--- config.mk ---
export PLATFORM = sky130hd
export DESIGN_NAME = imm_decode_stage
export DESIGN_NICKNAME = d
export VERILOG_FILES = /design/src/rtl/imm_decode_stage_pkg.sv /design/src/rtl/imm_decode_stage_core.sv /design/src/rtl/imm_decode_stage.sv
export SDC_FILE = /design/constraint.sdc
export NUM_CORES = 1
export LEC_CHECK = 0
export ABC_AREA = 1
export BUFFER_PORTS_ARGS = -buffer_cell sky130_fd_sc_hd__buf_2
export CORE_ASPECT_RATIO = 0.9
export CORE_MARGIN = 1.5
export CORE_UTILIZATION = 47
export CTS_BUF_LIST = sky130_fd_sc_hd__clkbuf_2
export CTS_CLUSTER_DIAMETER = 30
export DETAILED_ROUTE_END_ITERATION = 12
export PLACE_DENSITY = 0.69
export SETUP_SLACK_MARGIN = 0.05
export SLEW_MARGIN = 15
export SYNTH_ARGS = -nofsm -noshare
export SYNTH_HDL_FRONTEND = slang
export SYNTH_HIERARCHICAL = 1
export SYNTH_SLANG_ARGS = --single-unit
--- constraint.sdc ---
create_clock -name clk -period 2 [get_ports clk]
set_clock_uncertainty 0.2 [all_clocks]
set_input_delay 0 -clock clk [delete_from_list [all_inputs] [get_ports clk]]
set_output_delay 0 -clock clk [all_outputs]
set_load 0.02 [all_outputs]
--- src/rtl/imm_decode_stage_pkg.sv ---
// Shared defines for the immediate decode stage: formats, opcodes, RVC fields.
package imm_decode_stage_pkg;

  typedef enum logic [2:0] {
    FMT_NONE = 3'd0,
    FMT_I    = 3'd1,
    FMT_S    = 3'd2,
    FMT_B    = 3'd3,
    FMT_U    = 3'd4,
    FMT_J    = 3'd5,
    FMT_C    = 3'd6
  } fmt_e;

  localparam logic [6:0] OPC_LOAD      = 7'b0000011;
  localparam logic [6:0] OPC_OP_IMM    = 7'b0010011;
  localparam logic [6:0] OPC_OP_IMM_32 = 7'b0011011;
  localparam logic [6:0] OPC_AUIPC     = 7'b0010111;
  localparam logic [6:0] OPC_STORE     = 7'b0100011;
  localparam logic [6:0] OPC_OP        = 7'b0110011;
  localparam logic [6:0] OPC_LUI       = 7'b0110111;
  localparam logic [6:0] OPC_OP_32     = 7'b0111011;
  localparam logic [6:0] OPC_BRANCH    = 7'b1100011;
  localparam logic [6:0] OPC_JALR      = 7'b1100111;
  localparam logic [6:0] OPC_JAL       = 7'b1101111;
  localparam logic [6:0] OPC_SYSTEM    = 7'b1110011;

  // instr[1:0] quadrant values
  localparam logic [1:0] C_Q1      = 2'b01;
  localparam logic [1:0] C_NOT_RVC = 2'b11;

  // quadrant-1 funct3 (instr[15:13])
  localparam logic [2:0] C3_ADDI = 3'b000;
  localparam logic [2:0] C3_LI   = 3'b010;
  localparam logic [2:0] C3_J    = 3'b101;
  localparam logic [2:0] C3_BEQZ = 3'b110;
  localparam logic [2:0] C3_BNEZ = 3'b111;

endpackage

--- src/rtl/imm_decode_stage_core.sv ---
// Purely combinational immediate/format decode of one instruction word.
module imm_decode_core
  import imm_decode_stage_pkg::*;
#(
  parameter int XLEN   = 32,
  parameter bit RVC_EN = 1'b0
) (
  input  logic [31:0]     instr,
  output logic [XLEN-1:0] imm,
  output fmt_e            fmt,
  output logic            illegal
);

  logic signed [11:0] imm_i;
  logic signed [11:0] imm_s;
  logic signed [12:0] imm_b;
  logic signed [31:0] imm_u;
  logic signed [20:0] imm_j;
  logic signed [5:0]  imm_ci;
  logic signed [11:0] imm_cj;
  logic signed [8:0]  imm_cb;

  assign imm_i  = instr[31:20];
  assign imm_s  = {instr[31:25], instr[11:7]};
  assign imm_b  = {instr[31], instr[7], instr[30:25], instr[11:8], 1'b0};
  assign imm_u  = {instr[31:12], 12'b0};
  assign imm_j  = {instr[31], instr[19:12], instr[20], instr[30:21], 1'b0};
  assign imm_ci = {instr[12], instr[6:2]};
  assign imm_cj = {instr[12], instr[8], instr[10:9], instr[6], instr[7],
                   instr[2], instr[11], instr[5:3], 1'b0};
  assign imm_cb = {instr[12], instr[6:5], instr[2], instr[11:10], instr[4:3], 1'b0};

  // select format and sign-extended immediate; unrecognised encodings flag illegal
  always_comb begin
    imm     = '0;
    fmt     = FMT_NONE;
    illegal = 1'b0;
    if (instr[1:0] != C_NOT_RVC) begin
      if (RVC_EN) begin
        fmt = FMT_C;
        if (instr[1:0] == C_Q1) begin
          case (instr[15:13])
            C3_ADDI, C3_LI:   imm = XLEN'(imm_ci);
            C3_J:             imm = XLEN'(imm_cj);
            C3_BEQZ, C3_BNEZ: imm = XLEN'(imm_cb);
            default:          illegal = 1'b1;
          endcase
        end else begin
          illegal = 1'b1;
        end
      end else begin
        illegal = 1'b1;
      end
    end else begin
      case (instr[6:0])
        OPC_LOAD, OPC_OP_IMM, OPC_JALR, OPC_SYSTEM: begin
          fmt = FMT_I;
          imm = XLEN'(imm_i);
        end
        OPC_OP_IMM_32: begin
          if (XLEN == 64) begin
            fmt = FMT_I;
            imm = XLEN'(imm_i);
          end else begin
            illegal = 1'b1;
          end
        end
        OPC_STORE: begin
          fmt = FMT_S;
          imm = XLEN'(imm_s);
        end
        OPC_BRANCH: begin
          fmt = FMT_B;
          imm = XLEN'(imm_b);
        end
        OPC_LUI, OPC_AUIPC: begin
          fmt = FMT_U;
          imm = XLEN'(imm_u);
        end
        OPC_JAL: begin
          fmt = FMT_J;
          imm = XLEN'(imm_j);
        end
        OPC_OP: begin
          fmt = FMT_NONE;
        end
        OPC_OP_32: begin
          illegal = (XLEN != 64);
        end
        default: illegal = 1'b1;
      endcase
    end
  end

endmodule

--- src/rtl/imm_decode_stage.sv ---
// Immediate decode stage: combinational decode into a main+skid output buffer.
module imm_decode_stage
  import imm_decode_stage_pkg::*;
#(
  parameter int XLEN   = 32,
  parameter bit RVC_EN = 1'b0
) (
  input  logic            clk,
  input  logic            rst,
  input  logic            flush,
  input  logic            in_valid,
  output logic            in_ready,
  input  logic [31:0]     in_instr,
  input  logic [XLEN-1:0] in_pc,
  output logic            out_valid,
  input  logic            out_ready,
  output logic [XLEN-1:0] out_imm,
  output logic [2:0]      out_fmt,
  output logic            out_illegal,
  output logic [XLEN-1:0] out_pc
);

  if (XLEN != 32 && XLEN != 64) begin : g_xlen_check
    $error("imm_decode_stage: XLEN must be 32 or 64");
  end

  logic [XLEN-1:0] dec_imm;
  fmt_e            dec_fmt;
  logic            dec_illegal;

  logic            main_valid, skid_valid;
  logic [XLEN-1:0] main_imm, skid_imm;
  fmt_e            main_fmt, skid_fmt;
  logic            main_illegal, skid_illegal;
  logic [XLEN-1:0] main_pc, skid_pc;

  logic in_fire, out_fire;

  imm_decode_core #(
    .XLEN   (XLEN),
    .RVC_EN (RVC_EN)
  ) u_core (
    .instr   (in_instr),
    .imm     (dec_imm),
    .fmt     (dec_fmt),
    .illegal (dec_illegal)
  );

  // skid occupancy is a flop, so in_ready is registered and never depends on out_ready
  assign in_ready    = ~skid_valid;
  assign in_fire     = in_valid & in_ready;
  assign out_fire    = main_valid & out_ready;

  assign out_valid   = main_valid;
  assign out_imm     = main_imm;
  assign out_fmt     = main_fmt;
  assign out_illegal = main_illegal;
  assign out_pc      = main_pc;

  // main refills from skid first (preserves order), otherwise from the decoder;
  // main is only rewritten when empty or draining, so outputs hold under stall
  always_ff @(posedge clk) begin
    if (rst) begin
      main_valid   <= 1'b0;
      main_imm     <= '0;
      main_fmt     <= FMT_NONE;
      main_illegal <= 1'b0;
      main_pc      <= '0;
      skid_valid   <= 1'b0;
      skid_imm     <= '0;
      skid_fmt     <= FMT_NONE;
      skid_illegal <= 1'b0;
      skid_pc      <= '0;
    end else if (flush) begin
      main_valid <= 1'b0;
      skid_valid <= 1'b0;
    end else if (!main_valid || out_fire) begin
      if (skid_valid) begin
        main_valid   <= 1'b1;
        main_imm     <= skid_imm;
        main_fmt     <= skid_fmt;
        main_illegal <= skid_illegal;
        main_pc      <= skid_pc;
        skid_valid   <= 1'b0;
      end else begin
        main_valid <= in_fire;
        if (in_fire) begin
          main_imm     <= dec_imm;
          main_fmt     <= dec_fmt;
          main_illegal <= dec_illegal;
          main_pc      <= in_pc;
        end
      end
    end else if (in_fire) begin
      skid_valid   <= 1'b1;
      skid_imm     <= dec_imm;
      skid_fmt     <= dec_fmt;
      skid_illegal <= dec_illegal;
      skid_pc      <= in_pc;
    end
  end

endmodule
==> results of run 1 <==
[timing repair]
item                                    CTS  global route
hold buffers                            139             0
hold endpoints to repair                138             0
gates resized for setup                   0            15
endpoints found under the setup margin    0            33
setup buffers                             0             8
[per-layer routing]
metal	up-vias	wire length [um]
li1	4138	-
met1	3645	9580
met2	274	9850
met3	44	1340
met4	0	448
met5	-	0
[how the worst min path moves through the flow]
stage                        to
floorplan             out_valid
global placement      out_valid
detailed placement    out_valid
CTS                 skid_fmt[1]
global route         skid_valid
finish               skid_valid
[cell usage after synthesis (2+ instances only)]
master / instances / area share, %
sky130_fd_sc_hd__nand4_1: 68 / 5.9
sky130_fd_sc_hd__dfxtp_1: 138 / 38
sky130_fd_sc_hd__nand3_1: 25 / 1.7
sky130_fd_sc_hd__nor2_2: 2 / 0.17
sky130_fd_sc_hd__buf_2: 28 / 1.9
sky130_fd_sc_hd__buf_6: 5 / 0.78
sky130_fd_sc_hd__buf_4: 7 / 0.73
sky130_fd_sc_hd__buf_1: 8 / 0.42
sky130_fd_sc_hd__inv_2: 3 / 0.16
sky130_fd_sc_hd__nor2_1: 319 / 17
sky130_fd_sc_hd__nand2_2: 2 / 0.17
sky130_fd_sc_hd__o21ai_0: 70 / 4.9
sky130_fd_sc_hd__clkbuf_1: 28 / 1.5
sky130_fd_sc_hd__nand2_4: 3 / 0.47
sky130_fd_sc_hd__inv_1: 155 / 8.1
sky130_fd_sc_hd__nand2_1: 330 / 17
[state kept, by name (all words and copies together) (netlist names)]
| register | cells |
|---|---|
| out_fmt | 3 |
| out_pc | 32 |
| out_illegal | 1 |
| skid_illegal | 1 |
| out_valid | 1 |
| skid_pc | 32 |
| skid_imm | 32 |
| out_imm | 32 |
| skid_fmt | 3 |
| skid_valid | 1 |
[cell families (layout without fill, tap and decap cells)]
group,count (synthesis),count (layout)
AOI/OAI and AO/OA,72,72
buffers and inverters,235,497
DFF,138,138
other,0,1
and+or+nand+nor,752,754
[through the flow]
stage               setup TNS, ns  instances  setup slack [ns]
floorplan                       0       1197             0.400
global placement                0       1477             0.345
detailed placement              0       1477             0.310
CTS                             0       1648            0.0731
global route              -0.0301       1660           -0.0301
finish                          0       1660           0.00283
[area by class of cell]
type                       count  area, um^2  area share (%)
multi-input combinational    826        3530            36.1
sequential                   138        2770            28.3
timing repair buffer         306        2430            24.9
inverter                     159         604            6.19
tap                          198         248            2.54
clock buffer                  21         105            1.08
clock inverter                11        80.1           0.820
antenna                        1        2.50          0.0256
[critical path, delay by kind of cell]
family                 cells  cell delay, ns
and+or+nand+nor            8            0.77
AOI/OAI and AO/OA          1            0.08
buffers and inverters      6            1.55
[where the power goes]
group	internal [uW]	switching, uW	total [uW]
clock network	441	1000	1440
logic	463	654	1120
registers	2870	60.1	2930
==> results.md, run 1 <==
Die:
- The I/O pin count is 139.
- The standard cell core area is 0.0148 mm^2.
- The count of standard-cell rows is 42.
- The height of the die is ~120 um.
- The die covers 0.0161 mm^2.
- The chip width is 133 um.
- The initial utilization of the core area, before any placement, comes to 48.6%.

Setup path:
- The largest individual stage delay along the critical path comes from the cell sky130_fd_sc_hd__dlygate4sd3_1.
- The capturing element type of the critical path is a flip-flop.
- The startpoint of the lowest-slack register-to-register path is skid_valid.
- The critical path launch point is in_instr[0].
- The largest incremental delay on the critical path is 0.58 ns.
- In this run the worst path has a maximum fanout of 7.
- The depth of the worst register-to-register path is 6.
- The worst setup path is launched from an input port.
- Setup slack on the worst reg-to-reg path comes out at 0.14 ns.
- The worst register-to-register path ends at skid_pc[22].
- The required time reported for the critical path endpoint is 2.40 ns.
- The capturing instance or port of the critical path is out_imm[1].
- At the worst endpoint, the arrival time is 2.40 ns.
- The signal on the critical path passes through dlygate4sd3_1 > buf_2 > nand2_2 > inv_4 > nand2_4 > inv_1 > nand3_1 > dlygate4sd3_1 > nand2_1 > nor2_1 > nand2_1 > inv_1 > o21ai_0 > nor2_1 > nor2_1.
- The most common cell type on the critical path is sky130_fd_sc_hd__nor2_1.
- The setup path with the least slack is of type input port to flip-flop.

Clock network:
- At the later pin of the worst-skew pair, clock insertion delay measures 0.70 ns.
- Buffers inserted during clock tree synthesis total 17.
- The library cell used as clock root buffer is sky130_fd_sc_hd__clkbuf_2.
- No sink is reached through more buffers than the 2 on the longest clock path.
- The CTS H-tree depth is 4.
- Clock-pin slew was measured on the worst setup and hold paths at 0.22 ns.
- For this design, the sink count on the clock tree is 138.
- The TritonCTS clock tree is yes.

Placed design:
- In this run the tool buffered the top-level ports with about 140 buffer cells.
- Routability-driven placement finished with a final weighted congestion of 0.919.
- Detailed placement ended at an HPWL of 11.4 mm.
- The total placed instance area is 0.00804 mm^2.

Route:
- The average wire per standard cell is ~13 um.
- The number of remaining DRC errors is 0.
- The iteration-0 DRC count of the detailed router is about 560.
- The final layout contains routed wiring with a total length of ~21 mm.
- Summing over every cut layer, the via total after detailed routing is 8101.
- The number of vias per cell after detailed routing is 4.88.
- The first TritonRoute pass finished after 6 iterations.
- The count of nets left with antenna violations once routing finished came out at 0.

Yosys:
- The xor/xnor share of the synthesized area is 0%.
- The number of enable-type register cells in the synthesized netlist is 0.
- The adder-cell area share of the yosys netlist is 0%.
- Averaged over all synthesized cells, the footprint is 6.01 um^2.
- The synthesized netlist net count is 1266.
- The flop and latch count out of synthesis is 138.
- The dominant combinational cell family by area after synthesis is simple AND/OR/NAND/NOR gates.
- The proportion of synthesized area in mux cells is 0%.
- The share of synthesized area occupied by flip-flops and latches is 38.4%.
- The number of library cell types mapped by synthesis is 22.
- After synthesis, the share of flip-flops with an asynchronous set or reset is 0%.
- The Yosys step of the flow raised 6 warnings.
- The share of the synthesized area in compound gates (AO/OA/AOI/OAI) is 5.20%.
- The synthesized-area fraction occupied by and/or/nand/nor cells is 42.8%.
- The synthesized netlist cell count is 1197.
- The combined area of all synthesized cells is just over 0.007 mm^2.
- The leading register cell type out of synthesis is sky130_fd_sc_hd__dfxtp_1.

STA:
- Headroom to the max-slew limit came out at 68.4%.
- The count of final setup violators is 0.
- The tightest hold path in the finished design has a slack of 0.0865 ns.
- The highest attainable clock frequency is 501 MHz.
- The number of slew-limit violations in the final report came to 0.
- The final count of hold timing violations came to 0.
- The transition time at the pin with the least slew margin is roughly 0.47 ns.
- The share of the clock period used by the worst path after layout is 99.9%.
- Setup repair after global routing could not meet its margin everywhere.
- The worst path in the final design needs a cycle of roughly 2.0 ns, including I/O delays and setup.

Status:
- The run finished with clean final reports.

Global routing:
- In the global route stage, met2 resource usage came out at 42.2%.
- The first global-routing pass estimated 34.0 mm of wire.
- Global routing used under 10% of the available met3 tracks.
- The via count of the first global-routing pass is 7364.
- The most used routing layer in global routing is met2.
- The initial antenna violation count is 1.
- The total overflow left after global routing is 0.
- The pin count of the biggest net entering global routing is 101.
- The fraction of met1 tracks used by global routing is about a third.
- Global routing consumed, over all layers together, around a quarter of the routing resources.

Power and ir drop:
- Power comes to approximately 5500 uW.
- VDD sags by at most 502 uV.
- In this run the power density over the cells is 562 mW/mm^2.
- The leakage power of the design is 0.00488 uW.

Final layout:
- Leaving out fill and tap cells, the most frequent cells in the layout are sky130_fd_sc_hd__nand2_1 (327), sky130_fd_sc_hd__nor2_1 (314), sky130_fd_sc_hd__inv_1 (154).
- The layout net count is 1517.
- The final standard cell utilization of the core is 65.9%.
- The commonest non-fill, non-tap cell in the layout is sky130_fd_sc_hd__nand2_1.
- With fillers left out, the area of the finished cells amounts to 0.00977 mm^2.
- In the final layout, the share of cells above drive strength 1 is 15.4%.
- The area added between synthesis and finish is 35.7%.
- The number of filler cells placed in the layout is 1356.

Min path:
- The startpoint of the lowest-slack hold path is in_valid.
- Along the worst hold path, the cell count comes to 6.
- The min-delay analysis places its worst path in the category input port to flip-flop.

Flow run:
- Max-cap violations in this run came to 0.
(Power assumes the default switching activity.)
==> run 2: changes to the inputs <==
--- a/config.mk
+++ b/config.mk
@@ -8,7 +8,7 @@
 export ABC_AREA = 1
 export BUFFER_PORTS_ARGS = -buffer_cell sky130_fd_sc_hd__buf_2
 export CORE_ASPECT_RATIO = 0.9
-export CORE_MARGIN = 1.5
+export CORE_MARGIN = 2
 export CORE_UTILIZATION = 47
 export CTS_BUF_LIST = sky130_fd_sc_hd__clkbuf_2
 export CTS_CLUSTER_DIAMETER = 30
==> results.md, run 2 (synthesized netlist as in run 1, its figures left out) <==
Clock network:
- The post-CTS clock slew at the launch and capture registers of the worst setup and hold paths was 0.22 ns (about the same).
- The latest clock arrival within the worst-skew pair was 0.72 ns (+0.02 ns).
- The maximum buffer depth of the clock tree is 2 (unchanged).
- The root buffer cell chosen for the clock tree is sky130_fd_sc_hd__clkbuf_2.
- The TritonCTS buffer count is 17 (unchanged).
- The CTS H-tree depth came to 4 (unchanged).
- The total number of clock tree sinks is 138 (unchanged).
- TritonCTS built the clock tree.

Final layout:
- The footprint of the flip-flops and latches came to 0.00277 mm^2 (about the same).
- The number of filler cells placed in the layout is 1296 (-4.4%).
- Compared with the post-synthesis result, the final layout area differs by 37.0%.
- The share of post-route cells with drive strength above 1 is 15.6% (+0.21 points).
- The layout net count is 1517 (unchanged).
- The library cell used most frequently in the layout, excluding fill and tap cells, is sky130_fd_sc_hd__nand2_1.
- The area of the multi-input gates is 0.00354 mm^2 (+0.43%).
- Leaving out fill and tap cells, the most frequent cells in the layout are sky130_fd_sc_hd__nand2_1 (326), sky130_fd_sc_hd__nor2_1 (311), sky130_fd_sc_hd__inv_1 (152).

Route:
- The residual antenna-violating net count after detailed routing is 0 (unchanged).
- The iteration-0 DRC count of the detailed router is 656 (+17%).
- The average wire per standard cell is 13.0 um (+1.3%).
- The routed via count is 8092 (-0.11%).
- The routed wire length came to 21.5 mm (+1.3%).
- The number of remaining DRC errors is 0 (unchanged).
- The number of vias per cell after detailed routing was 4.87 (-0.11%).
- The length of the first detailed-routing pass in iterations came to 5 (-1).

STA:
- The number of slew-limit violations in the final report came to 0 (unchanged).
- The minimum period implied by the final worst setup slack came to 1.96 ns (-0.0408 ns).
- The count of final setup violators was 0 (unchanged).
- The total negative slack for setup checks is 0 ns (unchanged).
- The max-slew headroom at the worst pin was 59.9% (-8.4 points).
- The final count of hold timing violations came to 0 (unchanged).
- The share of the clock period used by the worst path after layout is 97.8% (-2.0 points).
- Setup repair after global routing could not meet its margin everywhere.
- The highest attainable clock frequency is 511 MHz (+2.1%).
- The transition time at the pin with the least slew margin is 0.601 ns (+0.128 ns).

Die:
- The I/O pin count is 139 (unchanged).
- The height of the die is 121 um (+0.83%).
- The count of standard-cell rows is 42 (unchanged).
- The chip width is 134 um (+0.75%).
- The standard cell core area is 0.0148 mm^2 (unchanged).
- The initial standard-cell utilization of the core is 48.6% (unchanged).
- The die area is 0.0163 mm^2 (+1.6%).

Power and ir drop:
- The proportion of power drawn by combinational gates came to 18.6% (-1.8 points).
- The leakage power of the design is 0.00497 uW (+1.8%).
- The switching power summed over all nets is 1750 uW (+2.2%).
- The fraction of power spent switching nets was 29.8% (-1.5 points).
- The cell internal power dissipation was 4130 uW (+9.5%).
- The sequential power share was 49.8% (-3.6 points).
- The ratio of total power to cell area was 597 mW/mm^2 (+6.2%).
- The peak ir drop on the vdd network is 584 uV (+16%).
- The post-layout total power is 5880 uW (+7.2%).
- The clock group share of total power is 31.7% (+5.4 points).

Setup path:
- The data arrival time of the critical path came to 2.39 ns (about the same).
- The category of the most critical setup path is input port to flip-flop.
- The element type at the critical path start is an input port.
- The required time reported for the critical path endpoint was 2.43 ns (+0.03 ns).
- The largest driver fanout on the critical path is 9 (+2).
- The worst setup path is captured at a flip-flop.

Global routing:
- The via count of the first global-routing pass was 7492 (+1.7%).
- The fraction of met1 tracks used by global routing is 33.7% (+0.37 points).
- The initial antenna violation count is 1 (unchanged).
- The global-route usage over all layers is 26.4% (+0.72 points).
- The remaining global-route overflow is 0 (unchanged).
- After global routing, the most crowded layer is met2.
- The met2 demand-to-capacity share in global routing is 42.7% (+0.53 points).
- The pin count of the biggest net entering global routing is 103 (+2.0%).
- The global-route wire length before repair was 35.0 mm (+3.0%).
- The global-route met3 utilization is 5.51% (+0.15 points).

Min path:
- The worst hold path belongs to the class input port to flip-flop.

Placed design:
- The detailed placer's ending HPWL is 11.0 mm (-3.6%).
- The weighted congestion at the end of routability-driven global placement is 0.907 (-1.2%).
- The quantity of I/O buffers inserted on ports is 138 (unchanged).

Status:
- The flow ran to the end, and the final reports show no timing, DRC or antenna violations.

Flow run:
- The max-cap violation count came to 0 (unchanged).
## run 2: cell count changes in the layout (fill, tap and decap cells not counted), sizes merged
| cell | change |
|---|---|
| buf | -4 |
| bufinv | +3 |
| clkbuf | -3 |
| clkinv | -3 |
| clkinvlp | +2 |
| dlygate4sd3 | +2 |
| dlymetal6s4s | +4 |
| nor2 | -1 |
## run 2: area by class of cell
class	instances	share of cell area [%]
timing repair buffer	307	24.6
clock buffer	19	0.964
antenna	1	0.0254
tap	198	2.51
multi-input combinational	825	35.9
sequential	138	28.0
inverter	159	6.15
clock inverter	13	1.79
## run 2: layer usage
layer / share of wire (%) / wire length, um
met5: 0 / 0
met4: 2.8 / 606
met3: 6.4 / 1380
met2: 47 / 10100
met1: 44 / 9470
## run 2: final timing paths
path / slack (ns) / start / end / cells past startpoint
min reg2reg: 0.30 / skid_imm[1] / skid_imm[1] / 2
max: 0.04 / in_instr[0] / out_fmt[0] / 13
min: 0.04 / in_instr[2] / skid_imm[22] / 11
max reg2reg: 0.28 / skid_valid / out_pc[12] / 4
## run 2: repair_timing
| item | 4_1_cts | 5_1_grt |
|---|---|---|
| endpoints found under the hold margin | 138 | 2 |
| setup endpoints to repair | 0 | 21 |
| gates resized for setup | 0 | 33 |
| buffers inserted | 0 | 8 |
| hold buffers | 144 | 1 |
## run 2: per-stage QoR
| step | util [%] | hold WS, ns | cells | setup slack (ns) | instance area [um^2] |
|---|---|---|---|---|---|
| global placement | 53.9 | 0.124 | 1474 | 0.322 | 7990 |
| detailed placement | 53.9 | 0.138 | 1474 | 0.285 | 7990 |
| finish | 66.6 | 0.0364 | 1660 | 0.0436 | 9860 |
| global route | 66.6 | 0.0239 | 1660 | 0.00557 | 9860 |
| CTS | 65.5 | 0.00143 | 1650 | 0.0728 | 9710 |
| floorplan | - | -0.0333 | 1197 | 0.400 | 7200 |
## run 2: power by group through the flow
| stage | clock network, uW | registers [uW] | logic (uW) |
|---|---|---|---|
| floorplan | 0 | 3100 | 472 |
| global placement | 0 | 2980 | 869 |
| detailed placement | 0 | 2980 | 870 |
| CTS | 1890 | 2930 | 1040 |
| global route | 2000 | 2950 | 1210 |
| finish | 1860 | 2930 | 1090 |
## run 2: critical path, stage by stage
cell	delay [ns]
sky130_fd_sc_hd__buf_2	0.11
sky130_fd_sc_hd__nand2_2	0.12
sky130_fd_sc_hd__inv_6	0.08
sky130_fd_sc_hd__nand2_4	0.13
sky130_fd_sc_hd__dlygate4sd3_1	0.62
sky130_fd_sc_hd__nor2_1	0.07
sky130_fd_sc_hd__nor2_2	0.16
sky130_fd_sc_hd__o211ai_1	0.17
sky130_fd_sc_hd__dlygate4sd3_1	0.61
sky130_fd_sc_hd__inv_1	0.08
sky130_fd_sc_hd__o21ai_0	0.08
sky130_fd_sc_hd__nor2_1	0.11
sky130_fd_sc_hd__nor2_1	0.05
